`src/rtl/debounce_bank_pkg.sv`:
```
// -----------------------------------------------------------------------------
// debounce_bank_pkg
// Shared definitions for the button-conditioner bank: the per-channel state
// encoding and a helper that sizes the per-channel tick counter.
// No ports (package).
// -----------------------------------------------------------------------------
package debounce_bank_pkg;

  // Channel states; the numeric values are fixed so that debug probes and the
  // time-keeping FSM documentation agree on the encoding.
  typedef enum logic [2:0] {
    ST_IDLE         = 3'd0,
    ST_PRESS_WAIT   = 3'd1,
    ST_HELD         = 3'd2,
    ST_LONG         = 3'd3,
    ST_RELEASE_WAIT = 3'd4
  } deb_state_e;

  // Largest of the three tick targets; the counter must be able to hold it.
  function automatic int unsigned max3_u(input int unsigned a,
                                         input int unsigned b,
                                         input int unsigned c);
    int unsigned m_ab;
    m_ab = (a > b) ? a : b;
    return (m_ab > c) ? m_ab : c;
  endfunction

endpackage

```
`src/rtl/debounce_channel.sv`:
```
// -----------------------------------------------------------------------------
// debounce_channel
// One button channel: 2-flop synchroniser, press/release debounce FSM,
// long-press detection and auto-repeat. All outputs are registered and the
// pulses line up with the first cycle of the state they announce.
// Ports:
//   i_ck        system clock (rising edge)
//   i_reset     synchronous active-high reset
//   i_button    raw asynchronous button, 1 = pressed
//   i_tick      one-cycle debounce tick from the shared prescaler
//   o_level     debounced level (1 in HELD, LONG, RELEASE_WAIT)
//   o_press     pulse on accepted press
//   o_release   pulse on accepted release
//   o_long      pulse when the hold reaches LONG_TICKS
//   o_repeat    pulse every REPEAT_TICKS while in LONG
// -----------------------------------------------------------------------------
module debounce_channel
  import debounce_bank_pkg::*;
#(
  parameter int unsigned DEB_TICKS    = 10,
  parameter int unsigned LONG_TICKS   = 1000,
  parameter int unsigned REPEAT_TICKS = 200
) (
  input  logic i_ck,
  input  logic i_reset,
  input  logic i_button,
  input  logic i_tick,
  output logic o_level,
  output logic o_press,
  output logic o_release,
  output logic o_long,
  output logic o_repeat
);

  localparam int unsigned CNT_MAX = max3_u(DEB_TICKS, LONG_TICKS, REPEAT_TICKS);
  localparam int unsigned CW      = $clog2(CNT_MAX + 1);

  localparam logic [CW-1:0] DEB_C    = CW'(DEB_TICKS);
  localparam logic [CW-1:0] LONG_C   = CW'(LONG_TICKS);
  localparam logic [CW-1:0] REPEAT_C = CW'(REPEAT_TICKS);

  // With long disabled the LONG state is unreachable, so repeat is moot too.
  localparam bit LONG_EN   = (LONG_TICKS != 0);
  localparam bit REPEAT_EN = (REPEAT_TICKS != 0) && (LONG_TICKS != 0);

  logic          r_sync1;
  logic          r_sync2;
  deb_state_e    r_state;
  deb_state_e    w_state_nxt;
  logic [CW-1:0] r_cnt;
  logic [CW-1:0] w_cnt_nxt;
  logic [CW-1:0] w_cnt_inc;
  logic          w_press_nxt;
  logic          w_release_nxt;
  logic          w_long_nxt;
  logic          w_repeat_nxt;
  logic          w_level_nxt;
  logic          r_level;
  logic          r_press;
  logic          r_release;
  logic          r_long;
  logic          r_repeat;

  // Two-flop synchroniser for the asynchronous button input.
  always_ff @(posedge i_ck) begin
    if (i_reset) begin
      r_sync1 <= 1'b0;
      r_sync2 <= 1'b0;
    end else begin
      r_sync1 <= i_button;
      r_sync2 <= r_sync1;
    end
  end

  // Cannot wrap: the counter is cleared before it exceeds its target.
  assign w_cnt_inc = r_cnt + CW'(1);

  // Next-state, counter and pulse decode. A level change of the synchronised
  // button always takes priority over a tick arriving in the same cycle.
  always_comb begin
    w_state_nxt   = r_state;
    w_cnt_nxt     = r_cnt;
    w_press_nxt   = 1'b0;
    w_release_nxt = 1'b0;
    w_long_nxt    = 1'b0;
    w_repeat_nxt  = 1'b0;
    case (r_state)
      ST_IDLE: begin
        if (r_sync2) begin
          w_state_nxt = ST_PRESS_WAIT;
          w_cnt_nxt   = '0;
        end else begin
          w_cnt_nxt   = '0;
        end
      end
      ST_PRESS_WAIT: begin
        if (!r_sync2) begin
          w_state_nxt = ST_IDLE;
          w_cnt_nxt   = '0;
        end else if (i_tick) begin
          if (w_cnt_inc == DEB_C) begin
            w_state_nxt = ST_HELD;
            w_cnt_nxt   = '0;
            w_press_nxt = 1'b1;
          end else begin
            w_cnt_nxt   = w_cnt_inc;
          end
        end else begin
          w_cnt_nxt   = r_cnt;
        end
      end
      ST_HELD: begin
        if (!r_sync2) begin
          w_state_nxt = ST_RELEASE_WAIT;
          w_cnt_nxt   = '0;
        end else if (i_tick && LONG_EN) begin
          if (w_cnt_inc == LONG_C) begin
            w_state_nxt = ST_LONG;
            w_cnt_nxt   = '0;
            w_long_nxt  = 1'b1;
          end else begin
            w_cnt_nxt   = w_cnt_inc;
          end
        end else begin
          w_cnt_nxt   = r_cnt;
        end
      end
      ST_LONG: begin
        if (!r_sync2) begin
          w_state_nxt = ST_RELEASE_WAIT;
          w_cnt_nxt   = '0;
        end else if (i_tick && REPEAT_EN) begin
          if (w_cnt_inc == REPEAT_C) begin
            w_cnt_nxt    = '0;
            w_repeat_nxt = 1'b1;
          end else begin
            w_cnt_nxt    = w_cnt_inc;
          end
        end else begin
          w_cnt_nxt   = r_cnt;
        end
      end
      ST_RELEASE_WAIT: begin
        // Any bounce back to pressed restarts the release qualification.
        if (r_sync2) begin
          w_cnt_nxt = '0;
        end else if (i_tick) begin
          if (w_cnt_inc == DEB_C) begin
            w_state_nxt   = ST_IDLE;
            w_cnt_nxt     = '0;
            w_release_nxt = 1'b1;
          end else begin
            w_cnt_nxt     = w_cnt_inc;
          end
        end else begin
          w_cnt_nxt = r_cnt;
        end
      end
      default: begin
        w_state_nxt = ST_IDLE;
        w_cnt_nxt   = '0;
      end
    endcase
  end

  assign w_level_nxt = (w_state_nxt == ST_HELD) || (w_state_nxt == ST_LONG) ||
                       (w_state_nxt == ST_RELEASE_WAIT);

  // State, counter and registered outputs; reset suppresses every pulse.
  always_ff @(posedge i_ck) begin
    if (i_reset) begin
      r_state   <= ST_IDLE;
      r_cnt     <= '0;
      r_level   <= 1'b0;
      r_press   <= 1'b0;
      r_release <= 1'b0;
      r_long    <= 1'b0;
      r_repeat  <= 1'b0;
    end else begin
      r_state   <= w_state_nxt;
      r_cnt     <= w_cnt_nxt;
      r_level   <= w_level_nxt;
      r_press   <= w_press_nxt;
      r_release <= w_release_nxt;
      r_long    <= w_long_nxt;
      r_repeat  <= w_repeat_nxt;
    end
  end

  assign o_level   = r_level;
  assign o_press   = r_press;
  assign o_release = r_release;
  assign o_long    = r_long;
  assign o_repeat  = r_repeat;

endmodule

```
`src/rtl/debounce_bank.sv`:
```
// -----------------------------------------------------------------------------
// debounce_bank
// N-channel button conditioner for the clock UI. One shared prescaler makes
// the debounce tick; each channel is an independent debounce_channel.
// Ports:
//   ck           system clock (rising edge)
//   reset        synchronous active-high reset
//   button       raw asynchronous buttons, 1 = pressed
//   tick         one-cycle pulse every TICK_CYCLES cycles
//   btn_level    debounced levels
//   btn_press    one-cycle pulse per accepted press
//   btn_release  one-cycle pulse per accepted release
//   btn_long     one-cycle pulse when a hold reaches LONG_TICKS
//   btn_repeat   one-cycle pulse every REPEAT_TICKS while in long-press
// -----------------------------------------------------------------------------
module debounce_bank
  import debounce_bank_pkg::*;
#(
  parameter int unsigned N_CH         = 4,
  parameter int unsigned TICK_CYCLES  = 100000,
  parameter int unsigned DEB_TICKS    = 10,
  parameter int unsigned LONG_TICKS   = 1000,
  parameter int unsigned REPEAT_TICKS = 200
) (
  input  logic            ck,
  input  logic            reset,
  input  logic [N_CH-1:0] button,
  output logic            tick,
  output logic [N_CH-1:0] btn_level,
  output logic [N_CH-1:0] btn_press,
  output logic [N_CH-1:0] btn_release,
  output logic [N_CH-1:0] btn_long,
  output logic [N_CH-1:0] btn_repeat
);

  localparam int unsigned PW = $clog2(TICK_CYCLES);
  localparam logic [PW-1:0] PRE_LAST = PW'(TICK_CYCLES - 1);
  // tick is registered, so it is armed one count early to land on PRE_LAST.
  localparam logic [PW-1:0] PRE_ARM  = PW'(TICK_CYCLES - 2);

  logic [PW-1:0] r_pre;
  logic          r_tick;

  // Shared prescaler: counts 0..TICK_CYCLES-1, tick high while at the top.
  always_ff @(posedge ck) begin
    if (reset) begin
      r_pre  <= '0;
      r_tick <= 1'b0;
    end else begin
      if (r_pre == PRE_LAST) begin
        r_pre <= '0;
      end else begin
        r_pre <= r_pre + PW'(1);
      end
      r_tick <= (r_pre == PRE_ARM);
    end
  end

  assign tick = r_tick;

  for (genvar g = 0; g < N_CH; g++) begin : g_ch
    debounce_channel #(
      .DEB_TICKS    (DEB_TICKS),
      .LONG_TICKS   (LONG_TICKS),
      .REPEAT_TICKS (REPEAT_TICKS)
    ) u_ch (
      .i_ck      (ck),
      .i_reset   (reset),
      .i_button  (button[g]),
      .i_tick    (r_tick),
      .o_level   (btn_level[g]),
      .o_press   (btn_press[g]),
      .o_release (btn_release[g]),
      .o_long    (btn_long[g]),
      .o_repeat  (btn_repeat[g])
    );
  end

endmodule

```
`config.mk`:
```
export PLATFORM = sky130hd
export DESIGN_NAME = debounce_bank
export DESIGN_NICKNAME = d
export VERILOG_FILES = /design/src/rtl/debounce_bank_pkg.sv /design/src/rtl/debounce_channel.sv /design/src/rtl/debounce_bank.sv
export SDC_FILE = /design/constraint.sdc
export NUM_CORES = 1
export LEC_CHECK = 0
export CAP_MARGIN = 30
export CORE_MARGIN = 5
export CORE_UTILIZATION = 55
export DETAILED_ROUTE_END_ITERATION = 7
export PLACE_DENSITY = 0.77
export SETUP_SLACK_MARGIN = 0.4
export SYNTH_ARGS = -nofsm -noshare
export SYNTH_HDL_FRONTEND = slang
export SYNTH_SLANG_ARGS = --single-unit
```
`constraint.sdc`:
```
create_clock -name ck -period 3.8 [get_ports ck]
set_input_delay 0.57 -clock ck [delete_from_list [all_inputs] [get_ports ck]]
set_output_delay 0.57 -clock ck [all_outputs]
set_load 0.02 [all_outputs]
```
==> results list, run 1 <==
- The floorplan has 37 rows.
- CTS placed an instance of sky130_fd_sc_hd__clkbuf_8 at the clock tree root.
* Most frequent cells in the layout: sky130_fd_sc_hd__dfxtp_1, sky130_fd_sc_hd__nor2_1, sky130_fd_sc_hd__nand2_1, sky130_fd_sc_hd__nand3_1, sky130_fd_sc_hd__a21oi_1
- Horiz. Die Dim: ~110 um
- Num CTS Buffers: 9
- Total of max-cap violations: 0
- Relative to the synthesized area, the layout overhead comes to 6.56%.
- Max-slew headroom at the worst pin: 0.316
- Portion of the post-synthesis area used by sequential elements: 0.339
- During placement, the flow inserted port buffers numbering 26.
- Of the cells placed in the final design, the portion with a size suffix greater than 1 is 0.0657.
- # IOs: 27
- Clock-pin slew was measured on the worst setup and hold paths at 0.09 ns.
- Worst setup path class: flop to flop
- Final worst-path cycle share: 0.810
* Required time of the critical path: 4.01 ns
- Total leakage power: around 2.1 nW
* DRT Pass-1 Iters: 5
- Average footprint of a synthesized cell: roughly 7.8 um^2
- Of the total power, the clock network draws 0.420.
- For the final database, setup skew stands at slightly above 0.007 ns.
- Die Ht: 113 um
- Flop and latch count out of synthesis: 98
- Maximum achievable frequency: roughly 0.32 GHz
- After detailed routing, the number of remaining DRC violations is 0.
- Hold_buf cts: 0
- Internal: between 0.001 and 0.0015 W
* Proportion of netlist area held by the largest area contributor: 0.339
- Reg power frac: 0.554
* Switch Pwr: ~0.0004 W
* Placement-stage worst setup slack: a little under 0.7 ns
* N_diodes: 0
- Maximum number of pins on one net before global-route repair: 48
- Nature of the critical path startpoint: flop
- Most frequently used flop master after synthesis: sky130_fd_sc_hd__dfxtp_1
* Most common cell after layout, fill and taps aside: sky130_fd_sc_hd__dfxtp_1
* Post-synth cell types: a little over 70
* Switching Fraction: 0.213
* Post-synth EDFFs: 0
- Total GRT Usage: 0.208
- At the worst endpoint, the arrival time is about 3.3 ns.
- Area of the core region: 10300 um^2
- Vias in the first global route: slightly below 5000
- Starting DRT DRC Count: between 500 and 600
* HP Class: flop to flop
* Post-DP HPWL: about 9.4 mm
- sky130_fd_sc_hd__dfxtp_1 takes more of the synthesized area than any other cell.
- The worst-case IR drop observed on VDD is around 0.20 mV.
* Number of vias after detailed routing: between 5000 and 6000
* Worst Max-Slew Pin Slew: slightly above 1 ns
* First-pass GRT wire length: between 20 and 25 mm
- Post-layout minimum cycle time: slightly above 3 ns
- Number of nets in the finished design: 745
* Number of antenna-violating nets in the routed design: 0
- Worst setup slack after layout: approximately 0.72 ns
- Count of synthesis-stage warnings from yosys: 0
- Die ar.: around 13000 um^2
- By area, the combinational part of the netlist is dominated by simple AND/OR/NAND/NOR gates.
* Fraction of registers with async set/reset: 0
- Total power per unit cell area: just over 300 nW/um^2
- After global routing the overflow that remains totals 0.
* Initial standard-cell utilization of the core: 0.562
* Syn_nets: 764
* Number of failing setup endpoints in the final timing report: 0
* Final hold viol count: 0
* Routed vias/inst: 6.11
- Depth of the CTS H-tree: 3
- STA classifies the critical path endpoint as a flop.
* Compound-gate portion of the synthesized area: 0.186
* Maximum fanout count along the critical path: 11
- Post-DR wirelength/cell: approximately 15 um
* DRT Wirelength: about 13 mm
- Final-layout fill cell count: 931
- Of the total synthesized cell area, the portion taken by XOR and XNOR cells is 0.0545.
- Total negative slack: 0 ns
- In the synthesized netlist, the number of instances is between 700 and 800.
- Clock tree synthesis found a total of roughly 100 sinks.
- Summing every instance area after synthesis gives ~5800 um^2.
- Initial antenna violation count: 0
- The portion of synthesized area spent on multiplexers is 0.00714.
* Top cells by area in the synthesized netlist: sky130_fd_sc_hd__dfxtp_1, sky130_fd_sc_hd__nor2_1, sky130_fd_sc_hd__nand2_1, sky130_fd_sc_hd__xor2_1, sky130_fd_sc_hd__nand3_1
- Area fraction in and, or, nand and nor cells after synthesis: 0.315
* Unrepaired setup endpoints after global routing: false
- CTS tree: built
- Outcome: finished, final reports clean
* Insertion delay to the later sink of the worst-skew pair: 0.37 ns
- Proportion of power drawn by combinational gates: 0.026
* Buffers from clock root to sink, at most: 2
- Adder and majority gate portion of the synthesized area: 0.0281
* Routability-driven placement congestion ratio: 0.909
- Pins over their slew limit: 0
[final timing paths]
kind | start | endpoint | slack (ns) | cells past startpoint
min reg2reg | g_ch[3].u_ch.r_sync1 | g_ch[3].u_ch.r_sync2 | 0.44 | 1
max | g_ch[0].u_ch.r_cnt[4] | g_ch[0].u_ch.r_cnt[4] | 0.72 | 8
max reg2reg | g_ch[0].u_ch.r_cnt[4] | g_ch[0].u_ch.r_cnt[4] | 0.72 | 8
min | g_ch[3].u_ch.r_sync1 | g_ch[3].u_ch.r_sync2 | 0.44 | 1
[per-stage QoR]
| stage | cell area (um^2) | util | std cells | total power [W] | hold WS [ns] |
|---|---|---|---|---|---|
| 6_report | 6160 | 0.599 | 867 | 0.00188 | 0.443 |
| 5_1_grt | 6160 | 0.599 | 867 | 0.00196 | 0.464 |
| 4_1_cts | 6150 | 0.599 | 867 | 0.00190 | 0.445 |
| 3_5_place_dp | 5920 | 0.576 | 851 | 0.00111 | 0.422 |
| 3_3_place_gp | 5920 | 0.576 | 851 | 0.00111 | 0.428 |
| 2_1_floorplan | 5780 | - | 745 | 0.00110 | 0.414 |
[sequential cells by signal, indices dropped and copies added (netlist names)]
| signal | flops |
|---|---|
| g_ch.u_ch.o_repeat | 4 |
| g_ch.u_ch.r_state | 12 |
| g_ch.u_ch.o_release | 4 |
| g_ch.u_ch.r_sync2 | 4 |
| g_ch.u_ch.r_cnt | 40 |
| g_ch.u_ch.o_level | 4 |
| g_ch.u_ch.o_press | 4 |
| tick | 1 |
| g_ch.u_ch.o_long | 4 |
| r_pre | 17 |
| g_ch.u_ch.r_sync1 | 4 |
[power groups by stage]
stage | Sequential (W) | Clock, W | Combinational [W]
6_report | 0.00104 | 0.000790 | 0.0000484
5_1_grt | 0.00104 | 0.000858 | 0.0000542
2_1_floorplan | 0.00106 | 0 | 0.0000359
3_3_place_gp | 0.00107 | 0 | 0.0000465
3_5_place_dp | 0.00107 | 0 | 0.0000484
4_1_cts | 0.00104 | 0.000806 | 0.0000488
[final cells by class]
cell class / instances / area, um^2 / area share
inverters: 22 / 82.6 / 0.0134
clock inverters: 3 / 68.8 / 0.0112
repair buffers: 30 / 285 / 0.0463
multi-input cells: 565 / 3420 / 0.556
flip-flops and latches: 98 / 1960 / 0.319
clock buffers: 13 / 169 / 0.0274
well taps: 136 / 170 / 0.0276
[metal layers]
layer / part of all wire / vias up / global-route usage
met5: 0 / - / 0
met4: 0.020 / 0 / 0.0721
met3: 0.047 / 26 / 0.0399
met2: 0.48 / 148 / 0.360
met1: 0.45 / 2516 / 0.260
li1: - / 2609 / -
[logic make-up after synthesis]
logic type,Yosys count
muxes,4
adders and majority gates,13
DFF,98
xor gates and xnor gates,36
buffers and inverters,82
and+or+nand+nor,356
AOI/OAI and AO/OA,156
[cells in the mapped netlist, drive strengths merged (15+ instances only)]
cell type  instances
inv               22
a21oi             30
xor2              21
nor3              29
dfxtp             98
o21ai             30
nor2b             15
nand3             36
or2               17
xnor2             15
nor2              86
clkbuf            28
buf               32
nand2             76
[repair_timing]
action	4_1_cts	5_1_grt
endpoints found under the setup margin	0	5
setup buffers	0	0
gates resized for setup	0	1
[critical path: stages, from the launching register on]
cell                        delay (ns)
sky130_fd_sc_hd__dfxtp_1          0.54
sky130_fd_sc_hd__nand4_1          0.25
sky130_fd_sc_hd__nor3_1           0.28
sky130_fd_sc_hd__xnor2_1          0.19
sky130_fd_sc_hd__nor4b_2          0.36
sky130_fd_sc_hd__or4b_1           0.65
sky130_fd_sc_hd__a31o_2           0.35
sky130_fd_sc_hd__a41oi_1          0.21
sky130_fd_sc_hd__a2111oi_0        0.09
Note: power is estimated with default switching activity, not from simulation.
==> run 2: changes to the inputs <==
==> constraint.sdc (replaced) <==
create_clock -name ck -period 3.13 [get_ports ck]
set_input_delay 0.4695 -clock ck [delete_from_list [all_inputs] [get_ports ck]]
set_output_delay 0.4695 -clock ck [all_outputs]
set_load 0.02 [all_outputs]
==> results list, run 2 (synthesized netlist as in run 1, its figures left out) <==
- Walking the worst path, the cells encountered are nand4_1, or4_1, o211a_1, or2_1, or4_4, a21o_4, or4b_1, a221oi_1.
* Unrepaired setup endpoints after global routing: true
- Insertion delay to the later sink of the worst-skew pair: 0.38 ns (about the same)
- Total power per unit cell area: 353 nW/um^2 (+16%)
- The core outline area was 10300 um^2 (unchanged).
- Overflow left after global routing: 0 (unchanged)
* Type of destination of the critical path: flop
- Required time of the critical path: 3.36 ns (-0.65 ns)
- Die ar.: 12700 um^2 (unchanged)
- Depth of the CTS H-tree: 3 (unchanged)
- DRT Wirelength: 13.5 mm (+2.4%)
- By startpoint and endpoint, the worst setup path is classified as flop to flop.
- g_ch.u_ch.r_cnt holds more flip-flops than any other register.
- The floorplan die width was 113 um (unchanged).
- Most common cell after layout, fill and taps aside: sky130_fd_sc_hd__nor2_1
- Switching Fraction: 0.210 (-0.00328)
* Total GRT Usage: 0.209 (+0.000699)
* Number of antenna-violating nets in the routed design: 0 (unchanged)
- The violation count after the first detailed-routing iteration is 537 (+5.5%).
- The number of vias per cell is 6.08 (-0.48%).
- Critical path data arrival time: 2.96 ns (-0.32 ns)
- The tightest min-delay check is of the flop to flop type.
- The flip-flop count of the largest register after layout is 40 (unchanged).
- Broken down by cell family, the worst path's largest delay share belongs to simple AND/OR/NAND/NOR gates.
- The worst setup path is launched from a flop.
* Maximum fanout count along the critical path: 8 (-3)
- The effective utilization at floorplan is 0.562 (unchanged).
- The final setup skew was 0.0106 ns (+0.00332 ns).
- Post-DR wirelength/cell: 15.2 um (+0.20%)
- Total chip power: 0.00231 W (+23%)
* Minimum hold slack: 0.437 ns (-0.00540 ns)
- The delay contributed by the slowest stage of the critical path was 0.57 ns (-0.08 ns).
- The number of sinks driven by the clock tree is 98 (unchanged).
- TritonCTS built the clock tree.
- The number of global-route vias before repair is 4939 (-0.040%).
- Proportion of power drawn by combinational gates: 0.026 (about the same)
- The HPWL after detailed placement is 9.48 mm (+0.52%).
- Post-layout minimum cycle time: 2.73 ns (-0.349 ns)
- Routability-driven placement congestion ratio: 0.932 (+2.6%)
* Max-slew headroom at the worst pin: 0.444 (+0.128)
- Hold_buf cts: 0 (unchanged)
* Input/output buffers: 26 (unchanged)
* Clock transition at path regs: 0.09 ns (about the same)
- Num CTS Buffers: 9 (unchanged)
- The number of maximum-capacitance violations is 0 (unchanged).
- Total leakage power: 2.23 nW (+6.5%)
- The number of nets in the finished design came to 764 (+2.6%).
- The top-level port count is 27 (unchanged).
* Total negative slack: 0 ns (unchanged)
- The part of the total power dissipated in sequential elements is 0.545 (-0.009).
- Signed area change from the synthesized netlist to the final layout: 13.3%
* IR Drop Worst-Case VDD: 0.297 mV (+49%)
* DRT Pass-1 Iters: 6 (+1)
- The actual slew at the worst max-slew pin is 0.826 ns (-0.199 ns).
- The maximum buffer depth of the clock tree was 2 (unchanged).
* Most frequent cells in the layout: sky130_fd_sc_hd__nor2_1, sky130_fd_sc_hd__dfxtp_1, sky130_fd_sc_hd__nand2_1, sky130_fd_sc_hd__nand3_1, sky130_fd_sc_hd__a21oi_1
* Row count: 37 (unchanged)
- Final hold viol count: 0 (unchanged)
- First-pass GRT wire length: 22.3 mm (-0.52%)
- The share of final-layout standard cells stronger than drive strength 1 came to 0.148 (+0.0823).
- Initial antenna violation count: 0 (unchanged)
* Internal: 0.00183 W (+23%)
- The remaining routing DRC violations was 0 (unchanged).
- The flow ran to the end, and the final reports show no timing, DRC or antenna violations.
- Clock tree synthesis selected as its root buffer the cell sky130_fd_sc_hd__clkbuf_8.
- Switch Pwr: 0.000486 W (+21%)
* N_diodes: 0 (unchanged)
- Number of vias after detailed routing: 5389 (+1.7%)
* Pins over their slew limit: 0 (unchanged)
- Critical path buffers and inverters: 0 (unchanged)
* Post-placement cell area: 5990 um^2 (+1.2%)
* Clock power share: 0.429 (+0.009)
- The die boundary height was 113 um (unchanged).
- Number of failing setup endpoints in the final timing report: 0 (unchanged)
- The largest registers in the layout are g_ch.u_ch.r_cnt (40), r_pre (17), g_ch.u_ch.r_state (12).
* Maximum number of pins on one net before global-route repair: 33 (-31%)
* Final worst-path cycle share: 0.872 (+0.0618)
- Finished layout cell area: 6550 um^2 (+6.3%)
- Maximum achievable frequency: 0.367 GHz (+13%)
- Cell with the largest stage delay on the worst path: sky130_fd_sc_hd__or4_4
run 2: changes by cell type in the layout (fill, tap and decap cells not counted), sizes merged:
cell,previous run,this run
inv,23,22
clkbuf,13,12
buf,5,24
clkinv,0,1
bufinv,2,3
run 2: through the flow:
step	worst slack, ns	utilization	instances
after floorplan	0.420	-	745
after detailed placement	0.180	0.583	858
after global routing	0.317	0.637	886
after CTS	0.384	0.612	876
final	0.402	0.637	886
after global placement	0.239	0.583	858
run 2: repair_timing:
action / CTS / global route
endpoints found under the setup margin: 22 / 34
pin swaps: 2 / 11
setup buffers: 2 / 10
resized for setup: 15 / 47
run 2: layout make-up:
cell class                      instances  area, um^2
Inverter                               22        82.6
Timing Repair Buffer                   49         440
Clock inverter                          4        98.8
Fill cell                             872        3730
Tap cell                              136         170
Multi-Input combinational cell        565        3610
Clock buffer                           12         145
Sequential cell                        98        2000
run 2: metal layers:
metal	part of all wire	vias up	global-route usage
met2	0.50	207	0.352
met3	0.068	34	0.0469
met5	0	-	0
li1	-	2649	-
met4	0.021	0	0.0825
met1	0.42	2499	0.260
run 2: power by group through the flow:
stage	logic, W	clock network (W)	registers [W]
4_1_cts	0.0000603	0.00101	0.00126
3_5_place_dp	0.0000599	0	0.00129
3_3_place_gp	0.0000581	0	0.00129
6_report	0.0000608	0.000992	0.00126
5_1_grt	0.0000677	0.00107	0.00126
2_1_floorplan	0.0000436	0	0.00129
run 2: worst paths after layout:
kind	start	to	slack (ns)	depth (start not counted)
max reg2reg	g_ch[1].u_ch.r_cnt[6]	g_ch[1].u_ch.r_cnt[2]	0.40	8
min reg2reg	g_ch[0].u_ch.r_sync1	g_ch[0].u_ch.r_sync2	0.44	1
min	g_ch[0].u_ch.r_sync1	g_ch[0].u_ch.r_sync2	0.44	1
max	g_ch[1].u_ch.r_cnt[6]	g_ch[1].u_ch.r_cnt[2]	0.40	8
run 2: worst reg2reg max path: stages (launching register included):
cell                       delay, ns
sky130_fd_sc_hd__dfxtp_2        0.40
sky130_fd_sc_hd__nand4_1        0.16
sky130_fd_sc_hd__or4_1          0.55
sky130_fd_sc_hd__o211a_1        0.14
sky130_fd_sc_hd__or2_1          0.25
sky130_fd_sc_hd__or4_4          0.57
sky130_fd_sc_hd__a21o_4         0.26
sky130_fd_sc_hd__or4b_1         0.17
sky130_fd_sc_hd__a221oi_1       0.07
==> run 3: changes to the inputs <==
--- a/config.mk
+++ b/config.mk
@@ -7,9 +7,9 @@
 export LEC_CHECK = 0
 export CAP_MARGIN = 30
 export CORE_MARGIN = 5
-export CORE_UTILIZATION = 55
+export CORE_UTILIZATION = 50
 export DETAILED_ROUTE_END_ITERATION = 7
-export PLACE_DENSITY = 0.77
+export PLACE_DENSITY = 0.71
 export SETUP_SLACK_MARGIN = 0.4
 export SYNTH_ARGS = -nofsm -noshare
 export SYNTH_HDL_FRONTEND = slang
==> results list, run 3 (synthesized netlist as in run 1, its figures left out) <==
- The flow ran to the end, and the final reports show no timing, DRC or antenna violations.
- HP Class: flop to flop
- The part of the total power dissipated in sequential elements is 0.480 (-0.065).
- Overflow left after global routing: 0 (unchanged)
- The core outline area came to 11400 um^2 (+11%).
* Largest registers: g_ch.u_ch.r_cnt (40), r_pre (17), g_ch.u_ch.r_state (12)
* Initial antenna violation count: 0 (unchanged)
- DRT Pass-1 Iters: 5 (-1)
- Worst setup path class: flop to flop
- The actual slew at the worst max-slew pin came to 0.883 ns (+0.0571 ns).
- The signal on the critical path passes through nand4_1, or4_1, o211a_1, or2_1, or4_4, buf_4, nor3_1, a211oi_1, or2_1.
- The combinational power share is 0.023 (-0.003).
- Critical path data arrival time: 2.93 ns (-0.03 ns)
* Delay contributed by the slowest stage of the critical path: 0.57 ns (about the same)
* Buffer type at the clock tree root: sky130_fd_sc_hd__clkbuf_16
* Initial standard-cell utilization of the core: 0.508 (-0.0540)
- The number of nets in the finished design is 772 (+1.0%).
- The number of global-route vias before repair was 4749 (-3.8%).
- The standard-cell row count was 39 (+5.4%).
- Insertion delay to the later sink of the worst-skew pair: 0.36 ns (-0.02 ns)
- Post-layout minimum cycle time: 2.68 ns (-0.0516 ns)
* Switching Fraction: 0.215 (+0.00463)
- Clock power share: 0.497 (+0.068)
- The number of vias per cell is 5.92 (-2.7%).
- Register with the highest flop count: g_ch.u_ch.r_cnt
* Die Ht: 118 um (+4.4%)
- The remaining routing DRC violations came to 0 (unchanged).
* Number of placed instances with taps included: 868 (+1.2%)
- Number of failing setup endpoints in the final timing report: 0 (unchanged)
* Total of max-cap violations: 0 (unchanged)
- The remaining max-slew budget at the tightest pin is 0.405 (-0.0384).
* Die ar.: 13800 um^2 (+9.1%)
* Num CTS Buffers: 9 (unchanged)
- Post-placement cell area: 6030 um^2 (+0.73%)
* First-pass GRT wire length: 22.1 mm (-1.0%)
- Horiz. Die Dim: 118 um (+4.4%)
* Depth of the CTS H-tree: 3 (unchanged)
- Final worst-path cycle share: 0.855 (-0.0165)
- Number of antenna-violating nets in the routed design: 0 (unchanged)
* Minimum hold slack: 0.438 ns (+0.000927 ns)
- Finished layout cell area: 6700 um^2 (+2.3%)
- Maximum achievable frequency: 0.374 GHz (+1.9%)
- Maximum number of pins on one net before global-route repair: 43 (+30%)
* Pins over their slew limit: 0 (unchanged)
- Cell with the largest stage delay on the worst path: sky130_fd_sc_hd__or4_4
- The global placer's final weighted congestion came to 0.908 (-2.6%).
* Starting DRT DRC Count: 473 (-12%)
* Total chip power: 0.00263 W (+14%)
- The total number of vias came to 5330 (-1.1%).
- Signed area change from the synthesized netlist to the final layout: 15.8%
* Clock Skew: 0.00784 ns (-0.00273 ns)
* Filler-free cell count of the finished design: 901 (+1.7%)
* Total power per unit cell area: 392 nW/um^2 (+11%)
- TritonCTS built the clock tree.
- The flip-flop count of the largest register after layout is 40 (unchanged).
- Most prevalent standard cell on the critical path: sky130_fd_sc_hd__or2_1
- The largest fanout of any net on the critical path came to 6 (-2).
- Nature of the critical path startpoint: flop
- Total negative slack: 0 ns (unchanged)
* Final hold viol count: 0 (unchanged)
* N_diodes: 0 (unchanged)
- Total GRT Usage: 0.187 (-0.0226)
- Required time of the critical path: 3.38 ns (+0.02 ns)
- Total leakage power: 2.31 nW (+3.5%)
* Post-DP HPWL: 9.33 mm (-1.5%)
* Layout cell share with drive strength beyond 1: 0.153 (+0.00503)
* DRT Wirelength: 13.5 mm (+0.57%)
- Setup repair after global routing could not meet its margin everywhere.
- Buffers from clock root to sink, at most: 2 (unchanged)
- Clock transition at path regs: 0.07 ns (-0.02 ns)
- # IOs: 27 (unchanged)
- The number of buffers added on ports came to 26 (unchanged).
- Leaving out fill and tap cells, the most frequent cells in the layout are sky130_fd_sc_hd__nor2_1, sky130_fd_sc_hd__dfxtp_1, sky130_fd_sc_hd__nand2_1, sky130_fd_sc_hd__nand3_1, sky130_fd_sc_hd__buf_4.
* Number of sinks on the clock net: 98 (unchanged)
- Reg2reg setup slack: 0.45 ns (+0.05 ns)
- The routed wire length per instance is 15.0 um (-1.1%).
* Switch Pwr: 0.000564 W (+16%)
- The peak supply drop is 0.360 mV (+21%).
* Type of destination of the critical path: flop
- The internal power of the cells was 0.00206 W (+13%).
## run 3: cell types whose count changed in the layout (fill, tap and decap cells not counted), moves of 2 or more
| cell | before | now |
|---|---|---|
| sky130_fd_sc_hd__clkbuf_1 | 2 | 0 |
| sky130_fd_sc_hd__inv_6 | 0 | 3 |
| sky130_fd_sc_hd__a2111oi_1 | 2 | 0 |
| sky130_fd_sc_hd__a2111oi_0 | 0 | 2 |
| sky130_fd_sc_hd__a22oi_2 | 0 | 2 |
| sky130_fd_sc_hd__a22oi_1 | 10 | 8 |
| sky130_fd_sc_hd__clkbuf_8 | 10 | 0 |
| sky130_fd_sc_hd__dfxtp_2 | 10 | 7 |
| sky130_fd_sc_hd__clkbuf_16 | 0 | 9 |
| sky130_fd_sc_hd__buf_4 | 22 | 30 |
| sky130_fd_sc_hd__dfxtp_1 | 81 | 84 |
## run 3: worst max-delay path: cells and delay by family (launching register included)
family,cells,cell delay [ns]
AO/OA/AOI/OAI,2,0.20
flip-flops,1,0.37
buffers and inverters,1,0.16
AND/OR/NAND/NOR,6,1.84
## run 3: final timing paths
check	cells after the start	start	end
setup reg to reg	9	g_ch[1].u_ch.r_cnt[6]	g_ch[1].u_ch.r_state[0]
setup / recovery	9	g_ch[1].u_ch.r_cnt[6]	g_ch[1].u_ch.r_state[0]
hold / removal	1	g_ch[2].u_ch.r_sync1	g_ch[2].u_ch.r_sync2
hold reg to reg	1	g_ch[2].u_ch.r_sync1	g_ch[2].u_ch.r_sync2
## run 3: area by class of cell
cell class | count | area, um^2
repair buffers | 57 | 500
flip-flops and latches | 98 | 2000
clock buffers | 9 | 225
multi-input cells | 565 | 3590
fillers | 1010 | 4670
clock inverters | 7 | 124
well taps | 143 | 179
inverters | 22 | 82.6
## run 3: metal layers
layer  track usage  routed length [um]  up-vias
li1              -                   -     2661
met5             0                   0        -
met4        0.0738                 272        0
met1         0.242                6130     2489
met2         0.300                6440      156
met3        0.0437                 695       24
## run 3: stage by stage
| step | setup WS (ns) | utilization |
|---|---|---|
| after detailed placement | 0.156 | 0.531 |
| after global routing | 0.343 | 0.589 |
| after CTS | 0.334 | 0.565 |
| after floorplan | 0.420 | - |
| final | 0.453 | 0.589 |
| after global placement | 0.196 | 0.531 |
## run 3: timing repair
action,CTS,global route
setup endpoints to repair,18,38
resized for setup,10,45
hold buffers,0,0
buffers inserted,0,16
pin swaps,1,13
## run 3: power groups by stage
| stage | sequential [W] | combinational, W | clock (W) |
|---|---|---|---|
| 2_1_floorplan | 0.00129 | 0.0000436 | 0 |
| 5_1_grt | 0.00126 | 0.0000683 | 0.00138 |
| 4_1_cts | 0.00126 | 0.0000600 | 0.00133 |
| 3_3_place_gp | 0.00129 | 0.0000584 | 0 |
| 3_5_place_dp | 0.00129 | 0.0000597 | 0 |
| 6_report | 0.00126 | 0.0000615 | 0.00131 |
